`src/rtl/pong_pkg.sv`:
```
// Shared constants for the pong game sequencer: state codes, serve directions
// and default parameter values.
package pong_pkg;

  typedef logic [2:0] state_t;

  localparam state_t ST_IDLE  = 3'd0;
  localparam state_t ST_SERVE = 3'd1;
  localparam state_t ST_PLAY  = 3'd2;
  localparam state_t ST_POINT = 3'd3;
  localparam state_t ST_OVER  = 3'd4;
  localparam state_t ST_PAUSE = 3'd5;

  localparam logic DIR_TO_P2 = 1'b0;
  localparam logic DIR_TO_P1 = 1'b1;

  localparam int DEF_SERVE_DELAY_FRAMES = 60;
  localparam int DEF_WIN_SCORE          = 7;
  localparam int DEF_SCORE_W            = 4;

endpackage

```
`src/rtl/pong_edge_detect.sv`:
```
// Registered rising-edge detector: one single-cycle pulse per low-to-high
// transition of an already-synchronised level input.
module pong_edge_detect
  import pong_pkg::*;
(
  input  logic clk,
  input  logic rst_n,
  input  logic sig_i,
  output logic pulse_o
);

  logic sig_q;
  logic pulse_q;

  always_ff @(posedge clk) begin
    if (!rst_n) begin
      sig_q   <= 1'b0;
      pulse_q <= 1'b0;
    end else begin
      sig_q   <= sig_i;
      pulse_q <= sig_i & ~sig_q;
    end
  end

  assign pulse_o = pulse_q;

endmodule

```
`src/rtl/pong_game_ctrl.sv`:
```
// Pong game sequencer: serve hold-off, point scoring and winner detection.
// Define PONG_GAME_CTRL_PAUSE_EN to let start presses pause and resume play.
module pong_game_ctrl
  import pong_pkg::*;
#(
  parameter int SERVE_DELAY_FRAMES = DEF_SERVE_DELAY_FRAMES,
  parameter int WIN_SCORE          = DEF_WIN_SCORE,
  parameter int SCORE_W            = DEF_SCORE_W
) (
  input  logic               clk,
  input  logic               rst_n,
  input  logic               frame_tick,
  input  logic               btn_start,
  input  logic               miss_p1,
  input  logic               miss_p2,
  output logic               ball_hold,
  output logic               serve_dir,
  output logic [SCORE_W-1:0] score_p1,
  output logic [SCORE_W-1:0] score_p2,
  output logic [2:0]         game_state,
  output logic               game_over,
  output logic               winner
);

`ifdef PONG_GAME_CTRL_PAUSE_EN
  localparam bit PAUSE_EN = 1'b1;
`else
  localparam bit PAUSE_EN = 1'b0;
`endif

  localparam logic [7:0]         LAST_FRAME = 8'(SERVE_DELAY_FRAMES - 1);
  localparam logic [SCORE_W-1:0] WIN_Q      = SCORE_W'(WIN_SCORE);
  localparam logic [SCORE_W-1:0] SCORE_MAX  = '1;

  function automatic logic [SCORE_W-1:0] sat_inc(input logic [SCORE_W-1:0] s);
    return (s == SCORE_MAX) ? s : s + SCORE_W'(1);
  endfunction

  logic start_pulse;

  pong_edge_detect u_start_edge (
    .clk    (clk),
    .rst_n  (rst_n),
    .sig_i  (btn_start),
    .pulse_o(start_pulse)
  );

  state_t             state_q, state_d;
  logic [7:0]         cnt_q, cnt_d;
  logic [SCORE_W-1:0] s1_q, s1_d;
  logic [SCORE_W-1:0] s2_q, s2_d;
  logic               dir_q, dir_d;
  logic               win_q, win_d;
  logic               hold_q, hold_d;
  logic               over_q, over_d;

  always_comb begin
    state_d = state_q;
    cnt_d   = cnt_q;
    s1_d    = s1_q;
    s2_d    = s2_q;
    dir_d   = dir_q;
    win_d   = win_q;
    case (state_q)
      ST_IDLE, ST_OVER: begin
        if (start_pulse) begin
          state_d = ST_SERVE;
          cnt_d   = 8'd0;
          s1_d    = '0;
          s2_d    = '0;
          dir_d   = DIR_TO_P2;
        end
      end
      ST_SERVE: begin
        if (frame_tick) begin
          if (cnt_q == LAST_FRAME) begin
            state_d = ST_PLAY;
            cnt_d   = 8'd0;
          end else begin
            cnt_d = cnt_q + 8'd1;
          end
        end
      end
      ST_PLAY: begin
        // A simultaneous double miss is a replay: no score, same server.
        if (miss_p1 && miss_p2) begin
          state_d = ST_POINT;
        end else if (miss_p1) begin
          s2_d    = sat_inc(s2_q);
          dir_d   = DIR_TO_P1;
          state_d = ST_POINT;
        end else if (miss_p2) begin
          s1_d    = sat_inc(s1_q);
          dir_d   = DIR_TO_P2;
          state_d = ST_POINT;
        end else if (PAUSE_EN && start_pulse) begin
          state_d = ST_PAUSE;
        end
      end
      ST_POINT: begin
        cnt_d = 8'd0;
        if (s1_q == WIN_Q) begin
          state_d = ST_OVER;
          win_d   = 1'b0;
        end else if (s2_q == WIN_Q) begin
          state_d = ST_OVER;
          win_d   = 1'b1;
        end else begin
          state_d = ST_SERVE;
        end
      end
      ST_PAUSE: begin
        if (start_pulse) state_d = ST_PLAY;
      end
      default: state_d = ST_IDLE;
    endcase
    // Flags follow the next state so they change on the same edge as game_state.
    hold_d = (state_d != ST_PLAY);
    over_d = (state_d == ST_OVER);
  end

  always_ff @(posedge clk) begin
    if (!rst_n) begin
      state_q <= ST_IDLE;
      cnt_q   <= 8'd0;
      s1_q    <= '0;
      s2_q    <= '0;
      dir_q   <= DIR_TO_P2;
      win_q   <= 1'b0;
      hold_q  <= 1'b1;
      over_q  <= 1'b0;
    end else begin
      state_q <= state_d;
      cnt_q   <= cnt_d;
      s1_q    <= s1_d;
      s2_q    <= s2_d;
      dir_q   <= dir_d;
      win_q   <= win_d;
      hold_q  <= hold_d;
      over_q  <= over_d;
    end
  end

  assign ball_hold  = hold_q;
  assign serve_dir  = dir_q;
  assign score_p1   = s1_q;
  assign score_p2   = s2_q;
  assign game_state = state_q;
  assign game_over  = over_q;
  assign winner     = win_q;

endmodule

```
`config.mk`:
```
export PLATFORM = sky130hd
export DESIGN_NAME = pong_game_ctrl
export DESIGN_NICKNAME = d
export VERILOG_FILES = /design/src/rtl/pong_pkg.sv /design/src/rtl/pong_edge_detect.sv /design/src/rtl/pong_game_ctrl.sv
export SDC_FILE = /design/constraint.sdc
export NUM_CORES = 1
export LEC_CHECK = 0
export CAP_MARGIN = 10
export CELL_PAD_IN_SITES_DETAIL_PLACEMENT = 1
export CELL_PAD_IN_SITES_GLOBAL_PLACEMENT = 1
export CORE_MARGIN = 2
export CORE_UTILIZATION = 30
export DETAILED_ROUTE_END_ITERATION = 8
export GPL_ROUTABILITY_DRIVEN = 0
export GPL_TIMING_DRIVEN = 0
export PLACE_DENSITY_LB_ADDON = 0.1
export SLEW_MARGIN = 20
export SYNTH_ARGS = -nofsm -noshare
export SYNTH_HDL_FRONTEND = slang
export SYNTH_SLANG_ARGS = --single-unit
export TNS_END_PERCENT = 30
```
`constraint.sdc`:
```
create_clock -name clk -period 3.3 [get_ports clk]
set_input_delay 0.66 -clock clk [delete_from_list [all_inputs] [get_ports clk]]
set_output_delay 0.66 -clock clk [all_outputs]
set_load 0.05 [all_outputs]
```
### Word level (Yosys, flattened, before mapping)

Cells that the tools add are included.
W data, S select, Z words.

| storage, ports and cells | value |
|---|---|
| flip-flop bits (word level) | 25 |
| input bits | 6 |
| output and inout port bits | 15 |
| logic and storage cells | 78 |

| cells by class | value |
|---|---|
| add/subtract/negate cells | 3 |
| equal/unequal tests | 21 |
| muxes and demuxes | 31 |
| bitwise operators | 2 |
| reductions and logical operators | 11 |

Operators with widths:

| operator | count |
|---|---|
| $mux W4 | 8 |
| $mux W3 | 9 |
| $mux W8 | 3 |
| $pmux W8 S3 | 1 |
| $pmux W4 S2 | 2 |
| $pmux W3 S5 | 1 |
| $ne A2 B2 Y1 const B | 7 |
| $eq A3 B3 Y1 const B | 3 |
| $add A4 B1 Y4 const B | 2 |
| $add A8 B1 Y8 const B | 1 |
| $eq A4 B3 Y1 const B | 2 |
| $eq A4 B4 Y1 const B | 2 |
| $eq A8 B6 Y1 const B | 1 |
| $eq A3 B2 Y1 const B | 2 |
| $mux W1 | 6 |
| $reduce_and A6 Y1 | 1 |
| $reduce_and A5 Y1 | 1 |
| $reduce_and A4 Y1 | 1 |
| $reduce_bool A2 Y1 | 2 |
| $eq A3 B1 Y1 const B | 1 |
| $logic_not A3 Y1 | 1 |
| $ne A3 B2 Y1 const B | 1 |
| $ne A3 B3 Y1 const B | 1 |
| $reduce_and A3 Y1 | 1 |
| 8 further kinds | 8 |

### Logic depth before layout (Yosys ltp)

| logic depth | value |
|---|---|
| depth in word-level cells | 6 |
| mapped depth | 6 |
| depth with buffers taken out | 5 |

### Cells and area by module

From an unflattened synthesis, not the netlist that was laid out.

| second synthesis, totals | value |
|---|---|
| cells, all modules | 139 |
| area total of the unflattened synthesis | 1,227.4 um^2 |

By module, submodules not included:

| module | times used | cells an instance | area each (um^2) | sequential area each (um^2) |
|---|---|---|---|---|
| pong_game_ctrl | 1 | 135 | 1,172.4 | 460.4 |
| pong_edge_detect | 1 | 4 | 55.1 | 40.0 |

### Worst setup path after synthesis

Ideal clock, no wire load.

| timing | value |
|---|---|
| kind | flip-flop to flip-flop |
| start point | register state_q[2], in the netlist game_state[2] |
| end point | register over_q, in the netlist game_over |
| setup time | 0.120 ns |
| data arrival time | 1.799 ns |
| required time | 3.180 ns |
| path slack | 1.380 ns |
| cell stages (with the launch flop) | 6 |
| buffers on the path | 1 |
| clock period less this slack | 1.920 ns |
| cell sequence | dfxtp_1 buf_2 mux2_2 a211o_1 and4b_1 nor3b_1 |

| between the ends | value |
|---|---|
| cells in the longest elaborated chain, start to end | 5 |
| elaborated cells between the ends (all ways) | 16 |
| those cells by class | eq/ne: 6; mux: 8; reduce/logical: 2 |

Ends and longest elaborated chain:

| element | RTL line | source |
|---|---|---|
| start, declared | pong_game_ctrl.sv:48 | `state_t state_q, state_d;` |
| start signal, assigned | pong_game_ctrl.sv:133 | `state_q <= state_d;` |
| $mux W3 | pong_game_ctrl.sv:92 | `end else if (miss_p2) begin` |
| $mux W3 | pong_game_ctrl.sv:88 | `end else if (miss_p1) begin` |
| $mux W3 | pong_game_ctrl.sv:86 | `if (miss_p1 && miss_p2) begin` |
| $pmux W3 S5 (*) | pong_game_ctrl.sv:64 | `case (state_q)` |
| $eq A3 B3 Y1 (*) | pong_game_ctrl.sv:119 | `over_d = (state_d == ST_OVER);` |
| end signal, assigned | pong_game_ctrl.sv:140 | `over_q <= over_d;` |
| end, declared | pong_game_ctrl.sv:55 | `logic over_q, over_d;` |

Mark *: on every way between the ends. The rest lies on a longest branch, timed or not.
A chain may end at the register's enable or synchronous reset.

### Worst setup path in the final report

| timing | value |
|---|---|
| start point | register state_q[0], in the netlist game_state[0] |
| end point | output port game_state[0] |

RTL lines:

| element | RTL line | source |
|---|---|---|
| end, declared | pong_game_ctrl.sv:20 | `output logic [2:0] game_state,` |

No word-level cell between the ends.

==> Flow_metrics.wiki <==
{| class="wikitable"
! Metric !! Value
|-
| LEAKAGE || a little over 0.5 nW
|-
| Portion of the clock cycle consumed by the worst path in the final layout || between 60% and 70%
|-
| CTS hold repair buffers || 0
|-
| Layout cell share with drive strength beyond 1 || ~6.8%
|-
| Flop pwr share || 55.2%
|-
| Status || finished clean
|-
| Achievable frequency || 0.436 GHz
|-
| Post-synthesis net count || around 150
|-
| Count of unique library cells instantiated by Yosys || 42
|-
| Main combinational cell family by area after synthesis || simple AND/OR/NAND/NOR gates
|-
| Cell with the most instances after synthesis || sky130_fd_sc_hd__dfxtp_1
|-
| Count of H-tree levels built during CTS || 1
|-
| Setup-failing EPs final || 0
|-
| Average wire length per cell after detail routing || roughly 14 µm
|-
| Number of nets with antenna violations after detailed routing || 0
|-
| Minimum period implied by the final worst setup slack || about 2.3 ns
|-
| Maxcap violations || 0
|-
| Total core area || approximately 4000 µm²
|-
| Net Sw Frac || roughly a quarter
|-
| Core Util, Final || 38.3%
|-
| End of the worst hold path || u_start_edge.pulse_o
|-
| Reg2Reg Depth || 4
|-
| Final TNS setup || 0 ns
|-
| Vias in the first global route || around 1,100
|-
| Later-pin clock latency in the skew report || about 0.26 ns
|-
| Ys async rst share || 0%
|-
| Predominant post-synthesis flop cell || sky130_fd_sc_hd__dfxtp_1
|-
| Fin. Hold Viols || 0
|-
| Iteration count of the initial detailed-routing pass || 4
|-
| Warning count from the yosys run || 0
|-
| Cell family with most CP delay || buffers and inverters
|-
| Hold Slack || between 0.3 and 0.4 ns
|-
| Post-synthesis cell type with the largest combined area || sky130_fd_sc_hd__dfxtp_1
|-
| Area of the mapped netlist || about 1200 µm²
|-
| Total global-route track usage || between 10 and 15%
|-
| Worst r2r src || game_state[0]
|-
| Actual transition at the worst max-transition pin || 0.534 ns
|-
| Area enclosed by the die boundary || around 4600 µm²
|-
| Hold path depth || 1
|-
| Initial Util || between 30% and 40%
|-
| Origin of the worst min-delay path || u_start_edge.sig_q
|-
| Wire length of the first global-routing pass || between 5000 and 6000 µm
|-
| Wire length reported by the detailed router || roughly 3000 µm
|-
| Required time reported for the critical path endpoint || ~2.6 ns
|-
| R2r endpoint || game_over
|-
| Final setup skew || approximately 0.0032 ns
|-
| Clock network fraction of total power || about a third
|-
| Worst min path class || reg -> reg
|-
| Area post-placement || between 1000 and 1500 µm²
|-
| Number of clock sinks || 25
|-
| Type of the worst setup path || reg -> out
|-
| Leading post-synthesis cells by cell area || sky130_fd_sc_hd__dfxtp_1 (41%), sky130_fd_sc_hd__a21oi_1 (6.1%), sky130_fd_sc_hd__nand3_1 (4.1%)
|-
| Worst IR Drop VDD || about 0.00015 V
|-
| Clock Pin Slew Worst Setup and Hold Paths || 0.09 ns
|-
| Highest cell delay on the worst timing path || slightly below 0.9 ns
|-
| Mapped Avg Cell Area || just under 9 µm²
|-
| Detailed Place HPWL || between 2000 and 2500 µm
|-
| Post-CTS setup repair buffer count || 0
|-
| Proportion of synthesized chip area in sequential cells || slightly above 40%
|-
| Antenna violations before repair || 0
|-
| CTS tree || done
|-
| Simple-gate area share of the yosys netlist || between 20% and 30%
|-
| Post-synthesis share of cell area spent on xor and xnor gates || about 2.9%
|-
| Number of primary I/O pins || 21
|-
| Port-buffer cells || 19
|-
| Worst relative slew slack || between 60% and 70%
|-
| Synthesized-area fraction occupied by ao, oa, aoi and oai cells || between 10% and 20%
|-
| Slowest cell on the critical path || sky130_fd_sc_hd__clkdlybuf4s50_1
|-
| Type of element launching the critical path || flop
|-
| Via count normalized by instance count || 5.18
|-
| Combinational power share || between 10 and 15%
|-
| Power density cells || 375 nW/µm²
|-
| Number of buffers created by CTS || 3
|-
| Internal Dissipation || about 0.00042 W
|-
| Synth-to-layout area growth || 24.3%
|-
| Register-to-Register Setup Slack || between 1 and 1.5 ns
|-
| Final antenna diode count || 0
|-
| Post-cts resize count || 0
|-
| Top cells by count, synth || sky130_fd_sc_hd__dfxtp_1 (25), sky130_fd_sc_hd__a21oi_1 (15), sky130_fd_sc_hd__nand2_1 (10), sky130_fd_sc_hd__nand3_1 (10), sky130_fd_sc_hd__nor2_1 (8)
|-
| Share of synthesized area spent on multiplexers || around 1.7%
|-
| Global route overflow || 0
|-
| Number of synthesized register bits || 25
|-
| Unrepaired setup endpoints after global routing || no
|-
| Buffer cell driving the clock tree root || sky130_fd_sc_hd__clkbuf_8
|-
| Std cell rows || 23
|-
| Share of Yosys cell area claimed by the top area cell type || 40.9%
|-
| Die boundary width || around 68 µm
|-
| Number of flops mapped to enable cells by yosys || 0
|-
| Final design area excluding fillers || ~1500 µm²
|-
| Worst path arrival time || ~1.6 ns
|-
| Post-synthesis instance total || between 100 and 150
|-
| Highest fanout seen on the critical path || 9
|-
| Largest net degree at the start of global routing || 14
|-
| Crit path buf inv count || 1
|-
| Area share of fa/ha/maj cells after synthesis || under 10%
|-
| Overall die height || 67.9 µm
|-
| Violation count after the first detailed-routing iteration || 35
|-
| Buffer levels on the longest clock path || 2
|-
| Critical path cell sequence || clkdlybuf4s50_1
|-
| Final layout net count || ~170
|-
| Switching pwr || 0.000148 W
|-
| Final slew viol count || 0
|-
| Detailed-route via count || between 1,000 and 1,500
|-
| Remaining routing DRC violations || 0
|-
| Crit end category || output pin
|}
-- layout make-up --
type | count | area, µm²
Fill cell | 478 | 2450
Multi-Input combinational cell | 105 | 674
Sequential cell | 25 | 500
Timing Repair Buffer | 19 | 190
Tap cell | 50 | 62.6
Clock buffer | 4 | 45.0
Buffer | 5 | 35.0
Inverter | 4 | 15.0
-- layout by cell type (no fill, tap or decap), types with 3 or more instances in the layout --
cell type                         netlist  layout
sky130_fd_sc_hd__dfxtp_1               25      25
sky130_fd_sc_hd__clkdlybuf4s50_1        0      19
sky130_fd_sc_hd__a21oi_1               15      15
sky130_fd_sc_hd__nand3_1               10      10
sky130_fd_sc_hd__nand2_1               10      10
sky130_fd_sc_hd__nor2_1                 8       8
sky130_fd_sc_hd__o21ai_0                7       7
sky130_fd_sc_hd__or3_1                  5       5
sky130_fd_sc_hd__inv_1                  4       4
sky130_fd_sc_hd__nor3b_1                4       4
sky130_fd_sc_hd__nand3b_1               4       4
sky130_fd_sc_hd__clkbuf_1               2       3
sky130_fd_sc_hd__o31ai_1                3       3
sky130_fd_sc_hd__xor2_1                 3       3
sky130_fd_sc_hd__ha_1                   3       3
sky130_fd_sc_hd__clkbuf_8               0       3
-- registers in the layout, summed over array words and instances (netlist names) --
name,cells
cnt_q,8
score_p1,4
score_p2,4
game_state,3
ball_hold,1
game_over,1
serve_dir,1
u_start_edge.pulse_o,1
u_start_edge.sig_q,1
winner,1
-- logic make-up after synthesis --
group | after synthesis
mux | 2
xor+xnor | 4
flops | 25
compound gates | 38
simple gates | 58
fa+ha+maj | 3
buf+inv | 9
-- how the worst max path moves through the flow --
stage                          endpoint           from  depth (start not counted)
final                     game_state[0]  game_state[0]                          1
after global routing      game_state[0]  game_state[0]                          1
after CTS                 game_state[0]  game_state[0]                          1
after detailed placement    score_p1[3]        miss_p2                          5
after global placement      score_p1[3]        miss_p2                          5
after floorplan               game_over  game_state[2]                          5
-- through the flow --
step	instances	power, W	setup slack (ns)
finish	212	0.000571	1.01
global route	212	0.000602	0.914
CTS	212	0.000581	0.993
detailed placement	208	0.000396	0.840
global placement	208	0.000394	0.874
floorplan	139	0.000371	1.38
-- metal layers --
layer	track usage (%)	part of all wire, %	vias to the layer above
met5	0	0	-
met4	4.50	0.85	0
met3	2.63	2.9	2
met2	25.2	47	12
met1	18.5	50	527
li1	-	-	557
-- power by group through the flow --
stage               logic (W)  clock network [W]  registers, W
floorplan           0.0000429                  0      0.000328
global placement    0.0000715                  0      0.000322
detailed placement  0.0000734                  0      0.000322
CTS                 0.0000734           0.000193      0.000315
global route        0.0000797           0.000205      0.000317
finish              0.0000720           0.000184      0.000315
Power figures use the tool's default switching activity.
